<file path="config.mk">
export PLATFORM = sky130hd
export DESIGN_NAME = alu_ctrl_pipe
export DESIGN_NICKNAME = d
export VERILOG_FILES = /design/src/rtl/alu_ctrl_pkg.sv /design/src/rtl/alu_ctrl_decode.sv /design/src/rtl/alu_ctrl_pipe.sv
export SDC_FILE = /design/constraint.sdc
export NUM_CORES = 1
export LEC_CHECK = 0
export ABC_AREA = 1
export BUFFER_PORTS_ARGS = -buffer_cell sky130_fd_sc_hd__buf_2
export CAP_MARGIN = 20
export CORE_MARGIN = 8
export CORE_UTILIZATION = 54
export CTS_BUF_LIST = sky130_fd_sc_hd__clkbuf_2 sky130_fd_sc_hd__clkbuf_4 sky130_fd_sc_hd__clkbuf_8
export DETAILED_ROUTE_END_ITERATION = 10
export PLACE_DENSITY = 0.81
export SLEW_MARGIN = 20
export SYNTH_ARGS = -nofsm -noshare
export SYNTH_HDL_FRONTEND = slang
export SYNTH_SLANG_ARGS = --single-unit
</file>
<file path="constraint.sdc">
create_clock -name clk_i -period 1.55 [get_ports clk_i]
set_input_delay 0.465 -clock clk_i [delete_from_list [all_inputs] [get_ports clk_i]]
set_output_delay 0.465 -clock clk_i [all_outputs]
set_load 0.1 [all_outputs]
</file>
<file path="src/rtl/alu_ctrl_pkg.sv">
// ALU control shared definitions: ALUOp, funct and ALU codes,
// FSM states and the decoded-control bundle.
package alu_ctrl_pkg;

  localparam logic [2:0] OP_ADD   = 3'b000;
  localparam logic [2:0] OP_SUB   = 3'b001;
  localparam logic [2:0] OP_RTYPE = 3'b010;
  localparam logic [2:0] OP_SLT   = 3'b011;
  localparam logic [2:0] OP_OR    = 3'b100;
  localparam logic [2:0] OP_AND   = 3'b101;
  localparam logic [2:0] OP_LUI   = 3'b110;
  localparam logic [2:0] OP_BNE   = 3'b111;

  localparam logic [5:0] FN_ADD  = 6'b100000;
  localparam logic [5:0] FN_SUB  = 6'b100010;
  localparam logic [5:0] FN_AND  = 6'b100100;
  localparam logic [5:0] FN_OR   = 6'b100101;
  localparam logic [5:0] FN_NOR  = 6'b100111;
  localparam logic [5:0] FN_SLT  = 6'b101010;
  localparam logic [5:0] FN_SLL  = 6'b000000;
  localparam logic [5:0] FN_SRL  = 6'b000010;
  localparam logic [5:0] FN_JR   = 6'b001000;
  localparam logic [5:0] FN_MULT = 6'b011000;
  localparam logic [5:0] FN_DIV  = 6'b011010;

  localparam logic [3:0] ALU_AND  = 4'b0000;
  localparam logic [3:0] ALU_OR   = 4'b0001;
  localparam logic [3:0] ALU_ADD  = 4'b0010;
  localparam logic [3:0] ALU_SUB  = 4'b0110;
  localparam logic [3:0] ALU_SLT  = 4'b0111;
  localparam logic [3:0] ALU_SLL  = 4'b1000;
  localparam logic [3:0] ALU_SRL  = 4'b1001;
  localparam logic [3:0] ALU_MULT = 4'b1010;
  localparam logic [3:0] ALU_DIV  = 4'b1011;
  localparam logic [3:0] ALU_NOR  = 4'b1100;
  localparam logic [3:0] ALU_LUI  = 4'b1101;

  typedef enum logic {
    S_IDLE,
    S_MD_BUSY
  } state_e;

  typedef struct packed {
    logic [3:0] code;
    logic       jr;
    logic       shamt;
    logic       illegal;
  } alu_dec_t;

endpackage

</file>
<file path="src/rtl/alu_ctrl_decode.sv">
// Combinational ALUOp/funct decoder producing the ALU control
// bundle and a flag marking multi-cycle MULT/DIV.
module alu_ctrl_decode
  import alu_ctrl_pkg::*;
#(
  parameter int OP_W    = 3,
  parameter int FUNCT_W = 6
) (
  input  logic [OP_W-1:0]    i_op,
  input  logic [FUNCT_W-1:0] i_funct,
  output alu_dec_t           o_dec,
  output logic               o_is_md
);

  logic [2:0] w_op;
  logic [5:0] w_fn;
  alu_dec_t   w_rdec;
  logic       w_rmd;

  assign w_op = 3'(i_op);
  assign w_fn = 6'(i_funct);

  // Unknown R-type funct falls back to ADD and flags illegal.
  always_comb begin
    w_rdec = '{ALU_ADD, 1'b0, 1'b0, 1'b1};
    w_rmd  = 1'b0;
    unique case (1'b1)
      (w_fn == FN_ADD): w_rdec = '{ALU_ADD, 1'b0, 1'b0, 1'b0};
      (w_fn == FN_SUB): w_rdec = '{ALU_SUB, 1'b0, 1'b0, 1'b0};
      (w_fn == FN_AND): w_rdec = '{ALU_AND, 1'b0, 1'b0, 1'b0};
      (w_fn == FN_OR):  w_rdec = '{ALU_OR,  1'b0, 1'b0, 1'b0};
      (w_fn == FN_NOR): w_rdec = '{ALU_NOR, 1'b0, 1'b0, 1'b0};
      (w_fn == FN_SLT): w_rdec = '{ALU_SLT, 1'b0, 1'b0, 1'b0};
      (w_fn == FN_SLL): w_rdec = '{ALU_SLL, 1'b0, 1'b1, 1'b0};
      (w_fn == FN_SRL): w_rdec = '{ALU_SRL, 1'b0, 1'b1, 1'b0};
      (w_fn == FN_JR):  w_rdec = '{ALU_ADD, 1'b1, 1'b0, 1'b0};
      (w_fn == FN_MULT): begin
        w_rdec = '{ALU_MULT, 1'b0, 1'b0, 1'b0};
        w_rmd  = 1'b1;
      end
      (w_fn == FN_DIV): begin
        w_rdec = '{ALU_DIV, 1'b0, 1'b0, 1'b0};
        w_rmd  = 1'b1;
      end
      default: ;
    endcase
  end

  always_comb begin
    o_dec   = '{ALU_ADD, 1'b0, 1'b0, 1'b0};
    o_is_md = 1'b0;
    unique case (1'b1)
      (w_op == OP_RTYPE): begin
        o_dec   = w_rdec;
        o_is_md = w_rmd;
      end
      (w_op == OP_SUB): o_dec.code = ALU_SUB;
      (w_op == OP_BNE): o_dec.code = ALU_SUB;
      (w_op == OP_SLT): o_dec.code = ALU_SLT;
      (w_op == OP_OR):  o_dec.code = ALU_OR;
      (w_op == OP_AND): o_dec.code = ALU_AND;
      (w_op == OP_LUI): o_dec.code = ALU_LUI;
      default: ;
    endcase
  end

endmodule

</file>
<file path="src/rtl/alu_ctrl_pipe.sv">
// Registered ALU control stage between ID and EX with valid/stall
// handshake and a countdown FSM covering multi-cycle MULT/DIV.
module alu_ctrl_pipe
  import alu_ctrl_pkg::*;
#(
  parameter int FUNCT_W   = 6,
  parameter int OP_W      = 3,
  parameter int CTRL_W    = 4,
  parameter int MD_CYCLES = 32
) (
  input  logic               clk_i,
  input  logic               rst_i,
  input  logic               valid_i,
  input  logic [OP_W-1:0]    ALUOp_i,
  input  logic [FUNCT_W-1:0] funct_i,
  input  logic               stall_i,
  input  logic               flush_i,
  output logic               ready_o,
  output logic               valid_o,
  output logic [CTRL_W-1:0]  ALUCtrl_o,
  output logic               Jr_o,
  output logic               shamt_o,
  output logic               illegal_o,
  output logic               md_start_o,
  output logic               busy_o
);

  localparam int CNT_W = $clog2(MD_CYCLES);

  state_e           r_state;
  state_e           w_next;
  logic [CNT_W-1:0] r_cnt;
  alu_dec_t         r_out;
  alu_dec_t         w_dec;
  logic             w_is_md;
  logic             w_accept;
  logic             w_md_done;
  logic             r_valid;
  logic             r_start;

  alu_ctrl_decode #(
    .OP_W    (OP_W),
    .FUNCT_W (FUNCT_W)
  ) u_dec (
    .i_op    (ALUOp_i),
    .i_funct (funct_i),
    .o_dec   (w_dec),
    .o_is_md (w_is_md)
  );

  assign ready_o = (r_state == S_IDLE)
                 & (~r_valid | ~stall_i)
                 & ~flush_i;
  assign w_accept = valid_i & ready_o;

  always_ff @(posedge clk_i or negedge rst_i) begin
    if (!rst_i) r_state <= S_IDLE;
    else        r_state <= w_next;
  end

  always_comb begin
    w_next = r_state;
    unique case (r_state)
      S_IDLE:
        if (w_accept && w_is_md) w_next = S_MD_BUSY;
      S_MD_BUSY:
        if (r_cnt == '0) w_next = S_IDLE;
    endcase
    if (flush_i) w_next = S_IDLE;
  end

  always_comb begin
    busy_o    = (r_state == S_MD_BUSY);
    w_md_done = busy_o && (r_cnt == '0);
  end

  // MD results reuse the fields latched at accept; only valid is late.
  always_ff @(posedge clk_i or negedge rst_i) begin
    if (!rst_i) begin
      r_out   <= '0;
      r_valid <= 1'b0;
      r_start <= 1'b0;
      r_cnt   <= '0;
    end else if (flush_i) begin
      r_valid <= 1'b0;
      r_start <= 1'b0;
      r_cnt   <= '0;
    end else if (w_accept) begin
      r_out   <= w_dec;
      r_valid <= ~w_is_md;
      r_start <= w_is_md;
      if (w_is_md) r_cnt <= CNT_W'(MD_CYCLES - 1);
    end else begin
      r_start <= 1'b0;
      if (w_md_done)
        r_valid <= 1'b1;
      else if (busy_o)
        r_cnt <= r_cnt - CNT_W'(1);
      else if (r_valid && !stall_i)
        r_valid <= 1'b0;
    end
  end

  assign valid_o    = r_valid;
  assign ALUCtrl_o  = CTRL_W'(r_out.code);
  assign Jr_o       = r_out.jr;
  assign shamt_o    = r_out.shamt;
  assign illegal_o  = r_out.illegal;
  assign md_start_o = r_start;

endmodule
</file>
==> results of run 1 <==
-- power by group --
| group | internal, W | total, W | switching [W] |
|---|---|---|---|
| Sequential | 0.000431 | 0.000467 | 0.0000361 |
| Clock | 0.0000956 | 0.000229 | 0.000133 |
| Combinational | 0.000173 | 0.000483 | 0.000310 |
| Total | 0.000699 | 0.00118 | 0.000479 |
-- synthesized netlist by cell type (all sizes together) --
| master | number |
|---|---|
| or2 | 2 |
| a21oi | 5 |
| inv | 18 |
| a31oi | 2 |
| o21ai | 16 |
| xnor2 | 1 |
| nand2 | 33 |
| dfrtp | 15 |
| nand3b | 1 |
| a2bb2oi | 1 |
| nand4 | 4 |
| ha | 2 |
| buf | 2 |
| nor2 | 19 |
| nand3 | 15 |
-- final cells by class --
class | instances | area (µm²)
clock inverter | 1 | 5.00
multi-input combinational | 101 | 547
sequential | 15 | 383
timing repair buffer | 33 | 322
clock buffer | 3 | 22.5
inverter | 18 | 80.1
fill | 110 | 318
tap | 25 | 31.3
-- metrics by stage --
| stage | util | setup slack (ns) |
|---|---|---|
| detailed placement | 0.768 | -0.0292 |
| CTS | 0.806 | -0.163 |
| finish | 0.814 | -0.153 |
| global route | 0.814 | -0.239 |
| global placement | 0.768 | 0.0155 |
| floorplan | - | -0.134 |
-- registers in the layout (all words and copies together), names as in the netlist --
| register | count |
|---|---|
| r_cnt | 5 |
| ALUCtrl_o | 4 |
| Jr_o | 1 |
| busy_o | 1 |
| illegal_o | 1 |
| md_start_o | 1 |
| shamt_o | 1 |
| valid_o | 1 |
-- cells by family after synthesis --
family,after synthesis,share of synthesized area
flip-flops,15,0.385
XOR/XNOR,1,0.00898
buffers and inverters,20,0.0859
AO/OA/AOI/OAI,24,0.141
adder cells (fa/ha/maj),2,0.0256
AND/OR/NAND/NOR,74,0.354
-- worst max path at each step --
stage,start,to,slack (ns),cells after the start
6_report,busy_o$_DFF_PN0_,ready_o,-0.15,4
2_1_floorplan,busy_o$_DFF_PN0_,r_cnt[0]$_DFFE_PN0P_,-0.13,8
3_5_place_dp,flush_i,r_cnt[2]$_DFFE_PN0P_,-0.03,10
5_1_grt,busy_o$_DFF_PN0_,r_cnt[0]$_DFFE_PN0P_,-0.24,10
4_1_cts,busy_o$_DFF_PN0_,ready_o,-0.16,4
3_3_place_gp,funct_i[3],r_cnt[2]$_DFFE_PN0P_,0.02,8
-- layer usage --
| layer | track usage | up-vias | share of wire |
|---|---|---|---|
| met1 | 0.182 | 480 | 0.39 |
| met3 | 0.0457 | 6 | 0.080 |
| met2 | 0.288 | 51 | 0.51 |
| met5 | 0 | - | 0 |
| met4 | 0.0594 | 0 | 0.015 |
| li1 | - | 513 | - |
-- repair_timing --
action                                  in CTS  in global routing
gates resized for setup                      3                  7
buffers inserted                             3                  1
endpoints found under the setup margin       2                  9
pin swaps                                    2                  3
==> metrics.yaml, run 1 <==
route:
  drtPass1Iterations: 4
  wl_per_cell_um: 13.4
  wirelength_mm: 2.63
  drc: 0
  vias: 1050
  first_iter_violations: 47
  viasPerCell: 5.36
  ant_nets: 0
clocking:
  cts.sinks: 15
  cts_tree: "yes"
  cts_buffer_depth: 2
  cts-buffers-inserted: 3
  h-tree-depth: 1
  clock_latency_ns: 0.28
  clk_pin_slew_worst_paths_ns: 0.10
  holdBufCountCts: 0
  clockRootBuffer: "clkbuf_4"
cells_and_area:
  area_growth_pct: 42.4
  most-common-layout-cells: "nand2_1, nor2_1, inv_1"
  final_cells: 196
  finish.instance_area_um2: 1390
  final_common_cell: "nand2_1"
  fin_nets: 188
  drive_gt1_frac: 0.310
  antennaDiodeCount: 0
synthesis:
  ys_types: 21
  syn_area_per_cell_um2: 7.18
  synth-seq-cells: 15
  synth_seq_area_share: 0.385
  synth_cells: 136
  yosysWarnings: 0
  ys_top_cells_by_area: "dfrtp_1, nand2_1, nand3_1"
  syn-num-nets: 152
  synth.largest_area_cell: "dfrtp_1"
  synth_area_um2: 976
  synth_top_area_frac: 0.385
sta:
  fin_hold_ws_ns: 0.0682
  report.final.setup_viol: 6
  finalWorstSetupSlack_ns: -0.153
  max-slew-margin-rel: 0.677
  hold_viol: 0
  rsz0062_at_grt: "true"
  fin_skew_ns: 0.00744
  period_needed_ns: 1.70
  fin_setup_tns_ns: -0.613
  worst_slew_pin_slew_ns: 0.488
  drv_slew: 0
  fmax_mhz: 587
  timing.final.crit_share: 1.10
worst_setup_path:
  crit_chain: "nor2_4 -> nand2_4 -> inv_12 -> buf_16"
  worst_r2r_path_depth: 10
  crit_family: "flip-flops"
  cp-start-kind: "flip-flop"
  crit_slowest_cell: "dfrtp_4"
  end_kind: "output port"
  worst_ep_required_time_ns: 1.08
  critPathMaxStageDelay_ns: 0.50
  critPathArrivalTime_ns: 1.24
  cp_max_fo: 2
  worstSetupPathType: "flip-flop to output port"
  rrSetupSlack_ns: -0.11
  rr_endpoint: "r_cnt[0]$_DFFE_PN0P_"
  r2r-start: "busy_o$_DFF_PN0_"
  cp_num_buf_inv: 2
pwr:
  p_total_w: 0.00118
  powerDensity_nw_per_um2: 848
  power.leakage_nw: 0.741
  vdd_drop_max_v: 0.000671
global_route:
  grt_pass1_wl_mm: 4.51
  grt_use_total: 0.164
  overflow: 0
  antenna_found_initial: 0
  grt_pass1_vias: 1048
  grt_start_max_net_pins: 16
run_status:
  status: "finished, violations left"
  violations: "setup timing"
floorplanning:
  design.core.area_um2: 1710
  die_area_um2: 3420
  start_util: 0.571
  die_w_um: 58.5
  ios: 25
  fp.dieH_um: 58.5
  rows: 15
placement:
  dp_cells: 189
  gp_congestion: 0.846
  io_buffers: 24
  hpwl_mm: 2.01
  dpl_cell_area_um2: 1310
run:
  drv_cap: 0
min_path:
  min_path_type: "input port to asynchronous set/reset pin"
(Power assumes the default switching activity.)
==> run 2, diff against run 1 <==
- CORE_UTILIZATION: 54 -> 55
- CTS_CLUSTER_DIAMETER: not set -> 150
- SYNTH_HIERARCHICAL: not set -> 1
==> metrics.yaml, run 2 <==
run_status:
  status: "finished, violations left"
  violations: "setup timing"
synthesis:
  synth_area_um2: 1080
  synth_seq_area_share: 0.348
  yosysWarnings: 6
  synth_flop_cell: "dfrtp_1"
  synth.largest_area_cell: "dfrtp_1"
  syn_area_per_cell_um2: 7.50
  synthMostInstantiatedCell: "nand2_1"
  syn-num-nets: 159
  async_flop_share: 1.00
  synth_common_cells: "nand2_1, inv_1, nand3_1"
  ys_types: 22
  ys_top_cells_by_area: "dfrtp_1, nand2_1, nand3_1"
  synth_top_area_frac: 0.348
  synth_edf_count: 0
  synth_cells: 144
  synth-seq-cells: 15
clocking:
  clk_pin_slew_worst_paths_ns: 0.10
  clock_latency_ns: 0.29
  cts_buffer_depth: 2
  clockRootBuffer: "clkbuf_4"
  cts_tree: "yes"
  cts.sinks: 15
  cts-buffers-inserted: 3
  h-tree-depth: 1
  holdBufCountCts: 0
route:
  viasPerCell: 5.69
  vias: 1263
  wirelength_mm: 3.56
  ant_nets: 0
  drc: 0
  drtPass1Iterations: 4
  wl_per_cell_um: 16.1
  first_iter_violations: 60
sta:
  fin_hold_ws_ns: 0.0621
  hold_viol: 0
  drv_slew: 0
  timing.final.crit_share: 1.12
  period_needed_ns: 1.74
  rsz0062_at_grt: "true"
  worst_slew_pin_slew_ns: 0.487
  report.final.setup_viol: 12
  fmax_mhz: 575
  max-slew-margin-rel: 0.677
  fin_skew_ns: 0.00223
  finalWorstSetupSlack_ns: -0.188
pwr:
  powerDensity_nw_per_um2: 858
  vdd_drop_max_v: 0.000991
  p_total_w: 0.00143
  power.leakage_nw: 0.876
placement:
  gp_congestion: 0.841
  io_buffers: 24
  hpwl_mm: 2.51
  dpl_cell_area_um2: 1570
  pre_cts_ws_ns: -0.198
global_route:
  grt_pass1_vias: 1322
  grt_pass1_wl_mm: 6.10
  grt_use_total: 0.223
  grt_start_max_net_pins: 16
  overflow: 0
  antenna_found_initial: 0
floorplanning:
  design.core.area_um2: 1900
  start_util: 0.568
  ios: 25
  die_area_um2: 3640
  die_w_um: 60.3
  fp.dieH_um: 60.3
  rows: 16
worst_setup_path:
  rr_endpoint: "r_cnt[3]$_DFFE_PN0P_"
  worst_r2r_path_depth: 10
  end_kind: "output port"
  rrSetupSlack_ns: -0.07
  worstSetupPathType: "flip-flop to output port"
  worst_ep_required_time_ns: 1.08
  startpoint: "busy_o$_DFF_PN0_"
  r2r-start: "busy_o$_DFF_PN0_"
  cp_max_fo: 2
  critPathArrivalTime_ns: 1.27
  crit_end: "ready_o"
  cp-start-kind: "flip-flop"
cells_and_area:
  antennaDiodeCount: 0
  multi_input_area_um2: 664
  regArea_um2: 383
  top_register: "r_cnt"
  area_growth_pct: 54.5
  fin_nets: 211
  finish.instance_area_um2: 1670
  most-common-layout-cells: "nand2_1, buf_4, inv_1, nor2_1, nand3_1"
  largest_reg_flops: 5
  final_common_cell: "nand2_1"
  num-fill-cells: 92
  drive_gt1_frac: 0.441
run:
  drv_cap: 0
min_path:
  min_path_type: "input port to asynchronous set/reset pin"
run 2: cell count changes after synthesis, sizes merged, moves of 2 or more:
cell   change
nor3       +2
nor2       +3
nand3      +8
mux2       +7
a31oi      -2
nand2      +5
o21ai     -12
or2        -2
run 2: per-layer routing:
metal / wire length [µm] / vias to the layer above / track usage / share of wire
met5: 0 / - / 0 / 0
met4: 65 / 0 / 0.122 / 0.018
met3: 185 / 8 / 0.0387 / 0.052
met2: 1980 / 65 / 0.402 / 0.55
met1: 1340 / 614 / 0.239 / 0.37
li1: - / 576 / - / -
run 2: worst max-delay path: stages (launching register included):
cell and delay (ns):
dfrtp_4 0.50, nor2_4 0.14, nand2_4 0.06, clkinvlp_4 0.10, buf_12 0.17
run 2: area by class of cell:
type / instances / area share
clock buffer: 4 / 0.0180
tap: 27 / 0.0203
inverter: 20 / 0.0473
timing repair buffer: 48 / 0.287
sequential: 15 / 0.230
multi-input combinational: 108 / 0.398
run 2: through the flow:
stage               cells  setup TNS [ns]  utilization
finish                222          -0.793        0.877
global route          222           -1.55        0.877
CTS                   222           -1.28        0.864
detailed placement    214           -1.47        0.824
global placement      214          -0.428        0.824
floorplan             144           -1.20            -
run 2: how the worst min path moves through the flow:
stage | startpoint | to | slack, ns | cells after the start
after floorplan | rst_i | ALUCtrl_o[0]$_DFFE_PN0P_ | 0.17 | 0
after global placement | rst_i | md_start_o$_DFF_PN0_ | 0.38 | 1
after detailed placement | rst_i | busy_o$_DFF_PN0_ | 0.39 | 1
after CTS | rst_i | md_start_o$_DFF_PN0_ | 0.07 | 1
after global routing | rst_i | ALUCtrl_o[1]$_DFFE_PN0P_ | 0.08 | 1
final | rst_i | md_start_o$_DFF_PN0_ | 0.06 | 1
run 2: repair_timing:
action,in CTS,in global routing
pin swaps,3,4
setup endpoints to repair,1,17
buffers inserted,4,2
resized for setup,4,7
run 2: report_power, final:
| part | switching (W) | internal, W |
|---|---|---|
| clock | 0.000137 | 0.000118 |
| sequential | 0.0000559 | 0.000441 |
| combinational | 0.000411 | 0.000268 |
run 2: cells by family after synthesis:
group,count (synthesis),share of synthesized area
fa+ha+maj,1,0.0116
mux,7,0.0904
xor+xnor,1,0.00811
buf+inv,21,0.0800
simple gates,89,0.413
compound gates,10,0.0498
flops,15,0.348
==> run 3, diff against run 2 <==
- CAP_MARGIN: 20 -> 15
- CORE_ASPECT_RATIO: not set -> 0.8
==> metrics.yaml, run 3 (synthesized netlist as in run 2, its figures left out) <==
sta:
  fin_setup_tns_ns: -0.343
  report.final.setup_viol: 4
  finalWorstSetupSlack_ns: -0.177
  fin_skew_ns: 0.0110
  rsz0062_at_grt: "true"
  drv_slew: 0
  hold_viol: 0
  timing.final.crit_share: 1.11
  worst_slew_pin_slew_ns: 0.503
  period_needed_ns: 1.73
  fmax_mhz: 579
  max-slew-margin-rel: 0.667
worst_setup_path:
  worst_ep_required_time_ns: 1.08
  crit_slowest_cell: "dfrtp_4"
  cp-start-kind: "flip-flop"
  crit_chain: "nor2_4 -> nand2_4 -> clkinvlp_4 -> buf_12"
  rrSetupSlack_ns: -0.01
  crit_family: "flip-flops"
  r2r-start: "valid_o$_DFFE_PN0P_"
  worstSetupPathType: "flip-flop to output port"
  critPathMaxStageDelay_ns: 0.50
  rr_endpoint: "r_cnt[4]$_DFFE_PN0P_"
  cp_max_fo: 2
  cp_num_buf_inv: 2
  critPathArrivalTime_ns: 1.26
  worst_r2r_path_depth: 10
  end_kind: "output port"
clocking:
  clock_latency_ns: 0.30
  clk_pin_slew_worst_paths_ns: 0.10
  cts.sinks: 15
  cts_buffer_depth: 2
  holdBufCountCts: 0
  cts_tree: "yes"
  cts-buffers-inserted: 3
  h-tree-depth: 1
  clockRootBuffer: "clkbuf_4"
cells_and_area:
  drive_gt1_frac: 0.423
  num-fill-cells: 79
  final_common_cell: "nand2_1"
  most-common-layout-cells: "nand2_1, buf_4, inv_1"
  area_growth_pct: 51.7
  largest_reg_flops: 5
  fin_nets: 210
  top_register: "r_cnt"
  antennaDiodeCount: 0
floorplanning:
  die_area_um2: 3650
  die_w_um: 65.5
  fp.dieH_um: 55.6
  design.core.area_um2: 1870
  start_util: 0.576
  ios: 25
  rows: 14
run_status:
  violations: "setup timing"
  status: "finished, violations left"
placement:
  pre_cts_ws_ns: -0.198
  gp_congestion: 0.988
  hpwl_mm: 2.39
  io_buffers: 24
global_route:
  antenna_found_initial: 0
  grt_use_total: 0.176
  grt_start_max_net_pins: 16
  overflow: 0
  grt_pass1_wl_mm: 5.16
  grt_pass1_vias: 1171
pwr:
  vdd_drop_max_v: 0.000723
  powerDensity_nw_per_um2: 850
  power.leakage_nw: 0.866
route:
  wirelength_mm: 3.76
  drtPass1Iterations: 5
  ant_nets: 0
  first_iter_violations: 113
  viasPerCell: 5.79
  wl_per_cell_um: 17.2
  drc: 0
  vias: 1263
min_path:
  min_path_type: "input port to asynchronous set/reset pin"
run:
  drv_cap: 0
## run 3: worst max path at each step
stage               slack (ns)                start  cells after the start                        to
floorplan                -0.21  valid_o$_DFFE_PN0P_                      7      r_cnt[3]$_DFFE_PN0P_
global placement         -0.11           funct_i[5]                     10  ALUCtrl_o[1]$_DFFE_PN0P_
detailed placement       -0.20           funct_i[5]                     10  ALUCtrl_o[1]$_DFFE_PN0P_
CTS                      -0.18     busy_o$_DFF_PN0_                      4                   ready_o
global route             -0.23     busy_o$_DFF_PN0_                      4                   ready_o
finish                   -0.18     busy_o$_DFF_PN0_                      4                   ready_o
## run 3: power breakdown
part           switching, W  total [W]  internal [W]
registers         0.0000545   0.000496      0.000441
clock network      0.000136   0.000233     0.0000963
logic              0.000403   0.000664      0.000261
## run 3: final cells by class
type / instances / area (µm²) / share of cell area
clock inverter: 1 / 5.00 / 0.00306
inverter: 20 / 78.8 / 0.0481
clock buffer: 3 / 22.5 / 0.0138
tap: 24 / 30.0 / 0.0183
timing repair buffer: 47 / 463 / 0.283
sequential: 15 / 383 / 0.234
multi-input combinational: 108 / 656 / 0.400
## run 3: layer usage
layer | vias up | GRT usage | routed length, µm
li1 | 567 | - | -
met3 | 24 | 0.0744 | 334
met5 | - | 0 | 0
met4 | 0 | 0.0714 | 194
met2 | 88 | 0.279 | 1810
met1 | 584 | 0.201 | 1420
## run 3: worst reg2reg max path: stages (launching register included)
cell and delay [ns]:
dfrtp_4 0.46, nand2_4 0.08, nand2_4 0.09, clkinvlp_4 0.11
buf_4 0.14, buf_4 0.12, buf_4 0.12, nand3_2 0.08
nand3_4 0.10, nand2_1 0.08, nand2_1 0.07
## run 3: timing repair
action,in CTS,in global routing
gates resized for setup,0,6
setup buffers,3,3
hold endpoints to repair,0,0
setup endpoints to repair,1,9
pin swaps,2,1
## run 3: stage by stage
step | total power [W] | instances | instance area [µm²] | utilization | hold WS (ns)
after floorplan | 0.000883 | 144 | 1110 | - | 0.169
after global placement | 0.00110 | 208 | 1540 | 0.822 | 0.380
after detailed placement | 0.00112 | 208 | 1540 | 0.822 | 0.385
after CTS | 0.00136 | 215 | 1590 | 0.848 | 0.0516
after global routing | 0.00147 | 218 | 1640 | 0.874 | 0.0714
final | 0.00139 | 218 | 1640 | 0.874 | 0.0535
